`config.mk`:
```
export PLATFORM = sky130hd
export DESIGN_NAME = bcd_decoder
export DESIGN_NICKNAME = d
export VERILOG_FILES = /design/src/rtl/bcd_pkg.sv /design/src/rtl/bcd_digit_check.sv /design/src/rtl/bcd_decoder.sv
export SDC_FILE = /design/constraint.sdc
export NUM_CORES = 1
export LEC_CHECK = 0
export ABC_AREA = 1
export CORE_ASPECT_RATIO = 1.1
export CORE_MARGIN = 8
export CORE_UTILIZATION = 55
export DETAILED_ROUTE_END_ITERATION = 7
export HOLD_SLACK_MARGIN = 0.1
export PLACE_DENSITY = 0.83
export SYNTH_ARGS = -nofsm -noshare
export SYNTH_HDL_FRONTEND = slang
export SYNTH_HIERARCHICAL = 1
export SYNTH_SLANG_ARGS = --single-unit
```
`constraint.sdc`:
```
create_clock -name clk -period 4.35 [get_ports clk]
set_input_delay 0.87 -clock clk [delete_from_list [all_inputs] [get_ports clk]]
set_output_delay 0.87 -clock clk [all_outputs]
set_load 0.03 [all_outputs]
```
`src/rtl/bcd_pkg.sv`:
```
// Shared definitions for the two-digit BCD decoder.
//   state_t      : controller state (IDLE -> CHECK -> CALC -> DONE -> IDLE)
//   BCD_DIGIT_W  : width of one BCD digit
//   BCD_MAX_DEC  : largest value two BCD digits can represent
//   ERR_DIGIT    : err bit index, a nibble was not a decimal digit
//   ERR_RANGE    : err bit index, the decoded value exceeded MAX_VAL
package bcd_pkg;

  localparam int BCD_DIGIT_W = 4;
  localparam int BCD_MAX_DEC = 99;
  localparam int ERR_DIGIT   = 0;
  localparam int ERR_RANGE   = 1;

  typedef enum logic [1:0] {
    IDLE  = 2'd0,
    CHECK = 2'd1,
    CALC  = 2'd2,
    DONE  = 2'd3
  } state_t;

endpackage

```
`src/rtl/bcd_digit_check.sv`:
```
// Combinational legality check for one BCD digit.
//   digit : 4-bit nibble to check
//   ok    : 1 when the nibble is a decimal digit (0..9)
module bcd_digit_check
  import bcd_pkg::*;
(
  input  logic [BCD_DIGIT_W-1:0] digit,
  output logic                   ok
);

  assign ok = (digit <= 4'd9);

endmodule

```
`src/rtl/bcd_decoder.sv`:
```
// Two-digit packed BCD to binary decoder with valid/ready on both sides.
//
// Ports:
//   clk        : clock, all state changes on the rising edge
//   rst_n      : asynchronous active-low reset
//   bcd_in     : packed BCD, [7:4] tens, [3:0] units
//   in_valid   : bcd_in is valid
//   in_ready   : block accepts input this cycle (only in IDLE)
//   bin_out    : decoded binary value
//   err        : bit ERR_DIGIT = invalid digit, bit ERR_RANGE = value > MAX_VAL
//   out_valid  : bin_out and err are valid
//   out_ready  : consumer accepts the result
//   fsm_state  : current controller state, for observation only
//
// Handshake: a transfer happens on a rising edge where valid and ready are
// both high. The producer holds data stable while valid is high and ready is
// low; in_ready does not depend on in_valid, and out_valid does not depend
// on out_ready.
//
// Configuration macro BCD_DEC_SAT_EN: when defined, a range overflow
// saturates bin_out to MAX_VAL; otherwise bin_out carries the computed value.
// err is 2'b10 on overflow in both builds.
//
// Timing: capture on edge E0, digit check registered on E0+1, value computed
// on E0+2 (entering DONE), result presented with out_valid on E0+3. The edge
// that sees out_valid and out_ready both high returns to IDLE.
module bcd_decoder
  import bcd_pkg::*;
#(
  parameter int MAX_VAL = BCD_MAX_DEC
) (
  input  logic       clk,
  input  logic       rst_n,
  input  logic [7:0] bcd_in,
  input  logic       in_valid,
  output logic       in_ready,
  output logic [6:0] bin_out,
  output logic [1:0] err,
  output logic       out_valid,
  input  logic       out_ready,
  output logic [1:0] fsm_state
);

  localparam logic [6:0] MAX_VAL7 = 7'(MAX_VAL);

  state_t     state;
  logic [7:0] cap;
  logic       digit_bad;
  logic [6:0] res_bin;
  logic [1:0] res_err;
  logic       tens_ok;
  logic       units_ok;
  logic [6:0] tens7;
  logic [6:0] units7;
  logic [6:0] sum;

  bcd_digit_check u_tens_check (
    .digit (cap[7:4]),
    .ok    (tens_ok)
  );

  bcd_digit_check u_units_check (
    .digit (cap[3:0]),
    .ok    (units_ok)
  );

  // tens*10 built as tens*8 + tens*2; only meaningful for legal digits,
  // where the result never exceeds 99 and fits in 7 bits.
  assign tens7  = {3'b000, cap[7:4]};
  assign units7 = {3'b000, cap[3:0]};
  assign sum    = (tens7 << 3) + (tens7 << 1) + units7;

  assign in_ready  = (state == IDLE);
  assign fsm_state = state;

  always_ff @(posedge clk or negedge rst_n) begin
    if (!rst_n) begin
      state     <= IDLE;
      cap       <= 8'h00;
      digit_bad <= 1'b0;
      res_bin   <= 7'd0;
      res_err   <= 2'b00;
      bin_out   <= 7'd0;
      err       <= 2'b00;
      out_valid <= 1'b0;
    end else begin
      case (state)
        IDLE: begin
          if (in_valid) begin
            cap   <= bcd_in;
            state <= CHECK;
          end
        end
        CHECK: begin
          digit_bad <= !(tens_ok && units_ok);
          state     <= CALC;
        end
        CALC: begin
          res_err <= 2'b00;
          if (digit_bad) begin
            // Invalid digit wins; the range check is not applied.
            res_bin            <= 7'd0;
            res_err[ERR_DIGIT] <= 1'b1;
          end else if (sum > MAX_VAL7) begin
            res_err[ERR_RANGE] <= 1'b1;
`ifdef BCD_DEC_SAT_EN
            res_bin <= MAX_VAL7;
`else
            res_bin <= sum;
`endif
          end else begin
            res_bin <= sum;
          end
          state <= DONE;
        end
        DONE: begin
          // First DONE cycle publishes the result; outputs then hold until
          // the consumer takes it.
          if (!out_valid) begin
            bin_out   <= res_bin;
            err       <= res_err;
            out_valid <= 1'b1;
          end else if (out_ready) begin
            out_valid <= 1'b0;
            state     <= IDLE;
          end
        end
        default: state <= IDLE;
      endcase
    end
  end

endmodule

```
# [Yosys cells after proc, flatten, opt, wreduce, memory -nomap -nowiden]
# Index checks and enable logic that the tools add are counted.
[word_totals] output_inout_bits=13 register_bits=30 wordCells=36 inputBits=12
[op_classes] addsub=2 reduce_logical=6 eq_ne=6 muxes=10 magnitude_cmp=3 bitwise_logic=1
[op_table] op="<= comparator 4 bit (second input constant)" count=2
[op_table] op="case mux 2 bit (4 select lines)" count=1
[op_table] op="adder 7 x 4 -> 7 bit" count=1
[op_table] op="adder 7 x 5 -> 7 bit" count=1
[op_table] op="greater-than comparator 7 bit (second input constant)" count=1
[op_table] op="2-to-1 mux 7 bit" count=1
[op_table] op="2-to-1 mux 2 bit" count=3
[op_table] op="!= test 2 bit (second input constant)" count=3
[op_table] op="2-to-1 mux 1 bit" count=5
[op_table] op="equality test 2 bit (second input constant)" count=2
[op_table] op="AND reduction 2 bit" count=2
[op_table] op="AND reduction 3 bit" count=1
[op_table] op="equality test 2 x 1 -> 1 bit (second input constant)" count=1
[op_table] op="zero test 2 bit" count=1
[op_table] op="logical AND 1 bit" count=1
[op_table] op="zero test 1 bit" count=1
[op_table] op="NOT 1 bit" count=1

# [Longest topological paths before layout]
# Gate-level depths: netlist of run 1.
[depth] depth_word=5 mapped_depth=11 ltp_nobuf=11

# [By module]
# Netlist of run 1, hierarchy kept.
[modules_own_cells] mod="bcd_decoder" seq_area_each_um2=750.7 instances=1 cells_per_inst=140 area_per_inst_um2=1412.6
[modules_own_cells] mod="bcd_digit_check" seq_area_each_um2=0.0 instances=2 cells_per_inst=1 area_per_inst_um2=5.0

# [Least setup slack after synthesis of run 1]
# Ideal clock, no wire load.
[synth_timing] kind="reg-to-reg" startpoint="register cap[3]" endpoint="register res_err[1]" path_stages_with_launch=11 path_buffers=0 setup_slack_ps=2363 t_arrival_ps=1869 path_cell_list="dfrtp_1 -> inv_1 -> fa_1 -> inv_1 -> fa_1 -> nand2_1 -> nand2_1 -> a21oi_1 -> nor2_2 -> nand3_1 -> nand2_1"
[synth_between] elab_chain_len=4
[synth_rtl] item="from (decl)" line_no="bcd_decoder.sv:47" rtl="logic [7:0] cap;"
[synth_rtl] item="from (signal assigned)" line_no="bcd_decoder.sv:90" rtl="cap <= bcd_in;"
[synth_rtl] item="adder 7 x 4 -> 7 bit" line_no="bcd_decoder.sv:71" rtl="assign sum = (tens7 << 3) + (tens7 << 1) + units7;"
[synth_rtl] item="greater-than comparator 7 bit" line_no="bcd_decoder.sv:104" rtl="end else if (sum > MAX_VAL7) begin"
[synth_rtl] item="2-to-1 mux 1 bit" line_no="bcd_decoder.sv:104"
[synth_rtl] item="2-to-1 mux 1 bit" line_no="bcd_decoder.sv:100" rtl="if (digit_bad) begin"
[synth_rtl] item="to (signal assigned)" line_no="bcd_decoder.sv:99" rtl="res_err <= 2'b00;"
[synth_rtl] item="to (signal, indexed assignment)" line_no="bcd_decoder.sv:103" rtl="res_err[ERR_DIGIT] <= 1'b1;"
[synth_rtl] item="to (signal, indexed assignment)" line_no="bcd_decoder.sv:105" rtl="res_err[ERR_RANGE] <= 1'b1;"
[synth_rtl] item="to (decl)" line_no="bcd_decoder.sv:50" rtl="logic [1:0] res_err;"
# Every way passes these cells.
# A chain may end at the register's enable or synchronous reset.

# [Final worst setup path of run 1]
[layout_timing] startpoint="register state[0] (netlist: fsm_state[0])" endpoint="output port in_ready"
[layout_between] elab_chain_len=1
[layout_rtl] item="from (decl)" line_no="bcd_decoder.sv:46" rtl="state_t state;"
[layout_rtl] item="from (signal assigned)" line_no="bcd_decoder.sv:78" rtl="state <= IDLE;"
[layout_rtl] item="from (signal assigned)" line_no="bcd_decoder.sv:91" rtl="state <= CHECK;"
[layout_rtl] item="from (signal assigned)" line_no="bcd_decoder.sv:96" rtl="state <= CALC;"
[layout_rtl] item="zero test 2 bit" line_no="bcd_decoder.sv:73" rtl="assign in_ready = (state == IDLE);"
[layout_rtl] item="to (decl)" line_no="bcd_decoder.sv:36" rtl="output logic in_ready,"
# Every way passes these cells.

==> results of run 1 <==
==> sequential cells by signal, summed over array words and instances (netlist names) <==
signal     flops
err            2
digit_bad      1
fsm_state      2
cap            8
out_valid      1
res_bin        7
res_err        2
bin_out        7
==> stage by stage <==
step / total power, mW / util [%] / cells / area [sq um]
final: 1.47 / 71.9 / 204 / 1780
after global routing: 1.61 / 71.9 / 204 / 1780
after CTS: 1.49 / 71.9 / 204 / 1780
after detailed placement: 1.27 / 68.7 / 196 / 1700
after global placement: 1.22 / 68.7 / 196 / 1700
after floorplan: 1.03 / - / 142 / 1420
==> tightest hold or removal path, cell delays in order (launching register included) <==
cell,delay [ns]
dfrtp_1,0.34
nand2_1,0.05
nand2_1,0.06
==> final cells by class <==
| class | count | area share [%] |
|---|---|---|
| flip-flops and latches | 30 | 42.3 |
| multi-input cells | 86 | 32.2 |
| repair buffers | 25 | 13.9 |
| inverters | 24 | 5.07 |
| clock inverters | 3 | 2.25 |
| well taps | 31 | 2.18 |
| clock buffers | 5 | 2.11 |
==> where the power goes <==
group / internal (mW) / total [mW] / switching [mW]
clock network: 0.119 / 0.212 / 0.0934
logic: 0.323 / 0.792 / 0.469
registers: 0.394 / 0.469 / 0.0744
total: 0.836 / 1.47 / 0.637
==> worst min-delay path by stage <==
stage / start / end / slack, ns
finish: res_err[1]$_DFFE_PN0P_ / res_err[1]$_DFFE_PN0P_ / 0.48
global route: res_err[1]$_DFFE_PN0P_ / res_err[1]$_DFFE_PN0P_ / 0.52
CTS: res_err[1]$_DFFE_PN0P_ / res_err[1]$_DFFE_PN0P_ / 0.49
detailed placement: res_err[1]$_DFFE_PN0P_ / res_err[1]$_DFFE_PN0P_ / 0.47
global placement: err[0]$_DFFE_PN0P_ / err[0]$_DFFE_PN0P_ / 0.46
floorplan: res_err[1]$_DFFE_PN0P_ / res_err[1]$_DFFE_PN0P_ / 0.45
==> cells by family after synthesis <==
kind of cell             Yosys count  synth area share (%)
AND/OR/NAND/NOR                   37                  11.7
adder cells (fa/ha/maj)           13                  12.5
XOR/XNOR                           1                 0.616
multiplexers                       6                  4.75
AO/OA/AOI/OAI                     29                  10.6
buffers and inverters             26                  7.04
flip-flops                        30                  52.8
==> metal layers <==
metal / vias up / wire length, microns
met5: - / 0
met4: 0 / 70
met3: 7 / 176
met2: 23 / 1370
met1: 486 / 1090
li1: 521 / -
==> cells in the final DEF (no fill, tap or decap) <==
master            n
fa_1              2
nand3_1           5
dfrtp_1          30
inv_1            22
inv_2             2
o22ai_1           4
clkdlybuf4s50_1  24
bufinv_16         1
a31oi_1           1
o21ai_1           3
clkbuf_4          5
xnor2_1           1
nor2_1            6
nand2_1          23
clkinv_2          2
o21ai_0          14
nor2_8            1
a21oi_1           7
nand2_2           1
buf_4             1
mux2_2            6
nor2_2            1
ha_1             11
==> key figures, run 1 <==
Worst setup path
  – Critical Path RT: approximately 3.5 ns
  – WP buf/inv: 2
  – Critical Path Stages: 3
  – RR Endpoint: res_err[1]$_DFFE_PN0P_
  – Crit-path cells: inv_1 -> ha_1 -> clkdlybuf4s50_1
  – Crit path from: fsm_state[0]$_DFFE_PN0P_
  – R2R Path Start: cap[3]$_DFFE_PN0P_
  – Max Fanout on Critical Path: 4
  – Worst Path Arrival: 1.80 ns
  – Crit path max-delay family: buffers and inverters
  – Worst reg2reg path depth: 10
  – FF-to-FF setup slack: 2.26 ns
  – Slowest library cell on the worst path: clkdlybuf4s50_1
  – Critical path endpoint category: output port
  – Slowest stage delay, CP: 0.70 ns
  – WS Path Type: flop to output port
  – Crit start category: flop
  – CP endpoint: in_ready

Synthesis
  – Synthesized area: 1420 sq um
  – Most frequent cell after synthesis: dfrtp_1
  – Unique masters post-synth: 19
  – Synth area leader: dfrtp_1
  – Number of synthesized flops with an enable pin: 0
  – Synth Instances: about 140
  – Synth Warn #: 6
  – Yosys top cell area share: 52.8%
  – Async S/R FF share, synth: 100%
  – Synth top area cells: dfrtp_1 53%, ha_1 9.7%, nand2_1 6.1%
  – Post-synth top flop: dfrtp_1
  – Synthesized Nets: 167
  – Avg Inst Size Synth: 10.0 sq um
  – Register area share after synthesis: 52.8%
  – Synth Register Bits: 30
  – Top post-synthesis cells by count: 30 x dfrtp_1, 23 x nand2_1, 22 x inv_1

Global route
  – Layer with the highest usage: met2
  – First-pass GRT wire length: 4.78 mm
  – Met1 Usage GRT: 14.2%
  – GRT overflow: 0
  – Initial antenna violation count: 0
  – Total GRT Usage: 13.6%
  – Largest net degree at the start of global routing: 31
  – Vias in the first global route: 1105
  – Met3 Usage GRT: 5.33%
  – GR Layer Usage met2: approximately 22%

Power and ir drop
  – Power per cell area: 829 nW/um^2
  – Lkg Pwr: 0.873 nW
  – Peak VDD IR: roughly 0.00058 V

Clocking
  – H-tree depth: 2
  – PostCTS Resize Cnt: 0
  – CTS tree: built
  – CTS sink count: 30
  – Worst skew pair latency: 0.33 ns
  – CTS Buf Count: 5
  – Clock-pin slew on the worst setup and hold paths: 0.09 ns
  – Root Buffer: clkbuf_4
  – Hold Buf Count CTS: 0
  – Setup Fix Bufs, Post-CTS: 0
  – CTS max path bufs: 2

Drt
  – ANT nets after route: 0
  – Mean number of vias per cell: 5.08
  – Via count: 1037
  – Drt drc: 0
  – Drt first-iter violations: 37
  – Routed WL: 2.70 mm
  – Routed len/inst: about 13 microns
  – 1st-pass router iterations: 4

Die
  – Core area: roughly 2500 sq um
  – Die Ht: 69.3 microns
  – IO Count: 25
  – Starting Density: between 50 and 60%
  – Die width: 64.5 microns
  – Cell Rows: 19
  – Die Area: 4470 sq um

Timing
  – Final Cycle Share: 61.4%
  – RSZ-0062 raised after global routing: false
  – Setup violations, final: 0
  – Sum Neg Setup Slack: 0 ns
  – Worst-margin pin slew: 0.443 ns
  – Hold Slack: 0.481 ns
  – Relative slew slack: 70.4%
  – Final Max Tran Viols: 0
  – Max Clk Rate: 374 MHz
  – Min cycle time layout: 2.67 ns
  – Final Skew: 0.0138 ns
  – Fin. Hold Viols: 0
  – Final WS setup: between 1.5 and 2 ns

Place
  – DP HPWL: 2.11 mm
  – Setup Slack @ Placement: 2.02 ns
  – Gpl congestion: 0.843
  – IO Port Bufs: 24

Layout
  – Ant diodes: 0
  – Layout cell share with drive strength beyond 1: a little under an eighth
  – Storage element area: 751 sq um
  – Final #Nets: roughly 200
  – Area grow syn2layout: 24.9%
  – # fillers: 205
  – Multi-input gate area: 572 sq um

Run
  – Max Cap Viol: 0

Run status
  – Outcome: finished, final reports clean

Worst hold path
  – Hold path depth: 2
  – Worst hold path type: flop to flop
(Power assumes the default switching activity.)
==> run 2: changes to the inputs <==
--- a/config.mk
+++ b/config.mk
@@ -8,10 +8,10 @@
 export ABC_AREA = 1
 export CORE_ASPECT_RATIO = 1.1
 export CORE_MARGIN = 8
-export CORE_UTILIZATION = 55
+export CORE_UTILIZATION = 46
 export DETAILED_ROUTE_END_ITERATION = 7
 export HOLD_SLACK_MARGIN = 0.1
-export PLACE_DENSITY = 0.83
+export PLACE_DENSITY = 0.74
 export SYNTH_ARGS = -nofsm -noshare
 export SYNTH_HDL_FRONTEND = slang
 export SYNTH_HIERARCHICAL = 1
==> constraint.sdc (replaced) <==
create_clock -name clk -period 2.31 [get_ports clk]
set_input_delay 0.462 -clock clk [delete_from_list [all_inputs] [get_ports clk]]
set_output_delay 0.462 -clock clk [all_outputs]
set_load 0.03 [all_outputs]
==> run 2 against run 1 <==
- combinational power is 88% higher
- final cell count is 1.5% higher
- non-clock buffer count is 1 higher
- register-to-register slack worse by 2.1 ns
- first-iteration DRC count is 51% higher
- sequential cell count stayed put
- final area is 1.1% lower
- worst setup slack worse by 1.6 ns
==> key figures, run 2 (same netlist as run 1, synthesis figures left out) <==
Worst setup path
  – Slowest stage delay, CP: 0.69 ns
  – Max Fanout on Critical Path: 4
  – Crit-path cells: inv_1 -> ha_1 -> clkdlybuf4s50_1
  – Slowest library cell on the worst path: clkdlybuf4s50_1
  – Critical Path RT: 1.85 ns
  – Crit start category: flop
  – Worst Path Arrival: 1.77 ns
  – WP buf/inv: 2
  – Critical path endpoint category: output port
  – WS Path Type: flop to output port
  – Crit path max-delay family: buffers and inverters

Place
  – Gpl congestion: a little over 0.8
  – Dpl cells: 200
  – IO Port Bufs: 24
  – DP HPWL: 2.05 mm

Layout
  – Max reg flops: 8
  – Layout cell share with drive strength beyond 1: between 10 and 15%
  – Final #Nets: 198
  – Reg with most FFs: cap
  – Multi-input gate area: 572 sq um
  – Top Registers: cap: 8 flops, bin_out: 7 flops, res_bin: 7 flops
  – Ant diodes: 0
  – # fillers: 276
  – Most common cell after layout, fill and taps aside: dfrtp_1
  – Non-Filler Instances: 207
  – Area grow syn2layout: 23.6%
  – Most frequent cells in the layout: 30 x dfrtp_1, 24 x clkdlybuf4s50_1, 23 x nand2_1
  – Storage element area: 751 sq um

Drt
  – Via count: slightly above 1000
  – Routed len/inst: between 10 and 15 microns
  – Drt first-iter violations: 56
  – ANT nets after route: 0
  – Drt drc: 0
  – Mean number of vias per cell: 4.91
  – 1st-pass router iterations: 4
  – Routed WL: 2.57 mm

Worst hold path
  – Worst hold path type: flop to flop

Timing
  – RSZ-0062 raised after global routing: false
  – Max Clk Rate: roughly 450 MHz
  – Fin. Hold Viols: 0
  – Final Max Tran Viols: 0
  – Relative slew slack: between 70 and 80%
  – Sum Neg Setup Slack: 0 ns
  – Setup violations, final: 0
  – Final Skew: 0.0108 ns
  – Min cycle time layout: 2.23 ns
  – Final Cycle Share: 96.7%
  – Worst-margin pin slew: about 0.38 ns

Clocking
  – CTS Buf Count: 5
  – PostCTS Resize Cnt: 0
  – Clock-pin slew on the worst setup and hold paths: ~0.10 ns
  – Hold Buf Count CTS: 0
  – Root Buffer: clkbuf_4
  – Worst skew pair latency: 0.33 ns
  – H-tree depth: 2
  – CTS max path bufs: 2
  – CTS sink count: 30
  – Setup Fix Bufs, Post-CTS: 0
  – CTS tree: built

Global route
  – First-pass GRT wire length: 4.54 mm
  – Initial antenna violation count: 0
  – Largest net degree at the start of global routing: 31
  – GRT overflow: 0
  – Total GRT Usage: 11.1%
  – Vias in the first global route: 1069

Die
  – Core area: 3000 sq um
  – Die Area: 5130 sq um
  – Starting Density: around 47%
  – IO Count: 25
  – Cell Rows: 21
  – Die width: 69.0 microns
  – Die Ht: approximately 74 microns

Power and ir drop
  – Peak VDD IR: 0.000790 V
  – Lkg Pwr: 0.864 nW
  – Power per cell area: 1510 nW/um^2

Run status
  – Outcome: finished, final reports clean

Run
  – Max Cap Viol: 0
run 2: cell count changes in the layout (fill, tap and decap cells not counted):
cell | previous run | this run
buf_4 | 1 | 2
bufinv_16 | 1 | 0
run 2: worst paths after layout:
path,startpoint,endpoint,slack (ns),cells after the start
setup / recovery,fsm_state[0]$_DFFE_PN0P_,in_ready,0.08,3
hold / removal,bin_out[2]$_DFFE_PN0P_,bin_out[2]$_DFFE_PN0P_,0.49,2
setup reg to reg,cap[3]$_DFFE_PN0P_,res_err[1]$_DFFE_PN0P_,0.17,10
hold reg to reg,bin_out[2]$_DFFE_PN0P_,bin_out[2]$_DFFE_PN0P_,0.49,2
max in group asynchronous,rst_n,cap[1]$_DFFE_PN0P_,1.53,2
min in group asynchronous,rst_n,bin_out[1]$_DFFE_PN0P_,0.50,2
run 2: per-stage QoR:
| stage | cell area, sq um | power (mW) | hold slack (ns) | worst slack [ns] | utilization, % |
|---|---|---|---|---|---|
| after floorplan | 1420 | 1.95 | 0.166 | 0.323 | - |
| after global placement | 1710 | 2.32 | 0.464 | 0.266 | 57.1 |
| after CTS | 1760 | 2.69 | 0.496 | 0.0641 | 58.7 |
| after detailed placement | 1710 | 2.40 | 0.473 | 0.190 | 57.1 |
| after global routing | 1760 | 2.93 | 0.512 | 0.00935 | 58.7 |
| final | 1760 | 2.66 | 0.491 | 0.0761 | 58.7 |
run 2: where the power goes:
part | total, mW | switching (mW) | internal (mW)
Sequential | 0.879 | 0.137 | 0.742
Clock | 0.286 | 0.177 | 0.109
Combinational | 1.49 | 0.876 | 0.616
Total | 2.66 | 1.19 | 1.47
run 2: metal layers:
metal / up-vias / GRT usage, % / share of wire, % / wire, microns
li1: 518 / - / - / -
met1: 463 / 10.9 / 41 / 1060
met2: 28 / 18.6 / 49 / 1270
met3: 8 / 6.00 / 6.8 / 175
met4: 0 / 5.92 / 2.4 / 61
met5: - / 0 / 0 / 0
run 2: cell type report:
type	instances	area share [%]
flip-flops and latches	30	42.7
repair buffers	26	14.5
well taps	34	2.42
clock buffers	5	2.14
clock inverters	2	0.569
inverters	24	5.12
multi-input cells	86	32.5
run 2: worst reg2reg max path: cells and delay by family, from the launching register on:
kind	cells	cell delay (ns)
DFF	1	0.36
and+or+nand+nor	5	0.34
adders and majority gates	2	1.00
buffers and inverters	2	0.14
AOI/OAI and AO/OA	1	0.21
==> run 3: changes to the inputs <==
--- a/config.mk
+++ b/config.mk
@@ -8,10 +8,10 @@
 export ABC_AREA = 1
 export CORE_ASPECT_RATIO = 1.1
 export CORE_MARGIN = 8
-export CORE_UTILIZATION = 46
+export CORE_UTILIZATION = 35
 export DETAILED_ROUTE_END_ITERATION = 7
 export HOLD_SLACK_MARGIN = 0.1
-export PLACE_DENSITY = 0.74
+export SLEW_MARGIN = 5
 export SYNTH_ARGS = -nofsm -noshare
 export SYNTH_HDL_FRONTEND = slang
 export SYNTH_HIERARCHICAL = 1
==> run 3 against run 2 <==
- total power rose by 3.6%
- clock power rose by 34%
- non-clock buffer count is the same
- register-to-register slack improved by 0.04 ns
- count of clock-buffer cells in the layout is the same
- maximum frequency is 2.2% higher
- largest cell class unchanged
==> key figures, run 3 (same netlist as run 1, synthesis figures left out) <==
Drt
  – Drt drc: 0
  – Drt first-iter violations: 17
  – Routed WL: 2.65 mm
  – Routed len/inst: around 12 microns
  – Mean number of vias per cell: 4.52
  – 1st-pass router iterations: 4
  – Via count: 1017
  – ANT nets after route: 0

Die
  – Core area: between 3000 and 4000 sq um
  – Cell Rows: 24
  – Starting Density: 36.2%
  – Die Ht: 82.9 microns
  – IO Count: 25
  – Die width: 76.8 microns
  – Die Area: ~6400 sq um

Worst setup path
  – WP buf/inv: 2
  – Critical path endpoint category: output port
  – WS Path Type: flop to output port
  – Crit path from: fsm_state[0]$_DFFE_PN0P_
  – Crit start category: flop
  – Crit-path cells: inv_1 -> ha_1 -> clkdlybuf4s50_1
  – Slowest stage delay, CP: 0.70 ns
  – Worst Path Arrival: 1.72 ns
  – R2R Path Start: cap[3]$_DFFE_PN0P_
  – Max Fanout on Critical Path: 4
  – Critical Path RT: between 1.5 and 2 ns
  – Slowest library cell on the worst path: clkdlybuf4s50_1
  – Crit path max-delay family: buffers and inverters

Layout
  – Layout cell share with drive strength beyond 1: 11.6%
  – Most common cell after layout, fill and taps aside: dfrtp_1
  – Non-Filler Instances: 225
  – Core Util, Final: 46.1%
  – Post-route design area: 1810 sq um
  – # fillers: 382
  – Max reg flops: 8
  – Ant diodes: 0
  – Top Registers: cap: 8 flops, bin_out: 7 flops, res_bin: 7 flops
  – Area grow syn2layout: 27.4%
  – Most frequent cells in the layout: 30 x dfrtp_1, 24 x clkdlybuf4s50_1, 23 x nand2_1
  – Reg with most FFs: cap
  – Final #Nets: 198

Timing
  – Fin. Hold Viols: 0
  – Relative slew slack: 70.8%
  – Final Skew: a little over 0.008 ns
  – Final Cycle Share: 94.6%
  – Final WS setup: 0.125 ns
  – Setup violations, final: 0
  – Max Clk Rate: 458 MHz
  – RSZ-0062 raised after global routing: false
  – Hold Slack: just under 0.5 ns
  – Sum Neg Setup Slack: 0 ns
  – Worst-margin pin slew: 0.438 ns
  – Min cycle time layout: 2.19 ns
  – Final Max Tran Viols: 0

Power and ir drop
  – Pwr Total: 2.75 mW
  – Peak VDD IR: ~0.00065 V
  – Lkg Pwr: 0.877 nW
  – Power per cell area: approximately 1500 nW/um^2

Clocking
  – PostCTS Resize Cnt: 0
  – H-tree depth: 2
  – Setup Fix Bufs, Post-CTS: 0
  – CTS sink count: 30
  – CTS Buf Count: 5
  – CTS max path bufs: 2
  – CTS tree: built
  – Clock-pin slew on the worst setup and hold paths: 0.06 ns
  – Hold Buf Count CTS: 0
  – Worst skew pair latency: 0.28 ns
  – Root Buffer: clkbuf_8

Global route
  – First-pass GRT wire length: 4.72 mm
  – Vias in the first global route: approximately 1100
  – Initial antenna violation count: 0
  – GRT overflow: 0
  – Largest net degree at the start of global routing: 31
  – Total GRT Usage: a little under a tenth

Run status
  – Outcome: finished, final reports clean

Place
  – Placed inst area: 1730 sq um
  – Gpl congestion: ~0.77
  – IO Port Bufs: 24
  – DP HPWL: 2.09 mm
  – Dpl cells: 218
  – Setup Slack @ Placement: 0.213 ns

Run
  – Max Cap Viol: 0

Worst hold path
  – Worst hold path type: flop to flop
  – Hold Path Origin: bin_out[2]$_DFFE_PN0P_
## run 3: cell counts in the layout (fill, tap and decap cells not counted)
No cell type changed its count.
## run 3: worst reg2reg max path, cell delays in order (launching register included)
cell and delay (ns):
dfrtp_1 0.34, inv_1 0.07, fa_1 0.53, inv_1 0.07, fa_1 0.45, nand2_1 0.09
nand2_1 0.07, a21oi_1 0.20, nor2_2 0.06, nand3_1 0.06, nand2_1 0.05
## run 3: worst paths after layout
check,end,slack [ns],cells after the start
min in group asynchronous,bin_out[4]$_DFFE_PN0P_,0.57,2
setup reg to reg,res_err[1]$_DFFE_PN0P_,0.21,10
setup / recovery,in_ready,0.12,3
hold / removal,bin_out[2]$_DFFE_PN0P_,0.49,2
max in group asynchronous,cap[4]$_DFFE_PN0P_,1.46,2
hold reg to reg,bin_out[2]$_DFFE_PN0P_,0.49,2
## run 3: report_power, final
group	leakage (nW)	switching [mW]	total, mW	internal (mW)
sequential	0.374	0.134	0.878	0.744
combinational	0.459	0.879	1.49	0.612
clock	0.0438	0.182	0.384	0.201
total	0.877	1.19	2.75	1.56
## run 3: cell type report
class / instances / area (sq um) / area share [%]
flip-flops and latches: 30 / 751 / 41.4
multi-input cells: 86 / 572 / 31.6
repair buffers: 26 / 255 / 14.1
inverters: 24 / 90.1 / 4.97
clock buffers: 5 / 68.8 / 3.80
well taps: 52 / 65.1 / 3.59
clock inverters: 2 / 10.0 / 0.552
## run 3: routing by layer
metal | track usage, % | part of all wire (%) | up-vias
met5 | 0 | 0 | -
met4 | 6.30 | 3.1 | 0
met3 | 3.56 | 4.2 | 7
met2 | 15.5 | 51 | 20
met1 | 9.31 | 41 | 477
li1 | - | - | 513
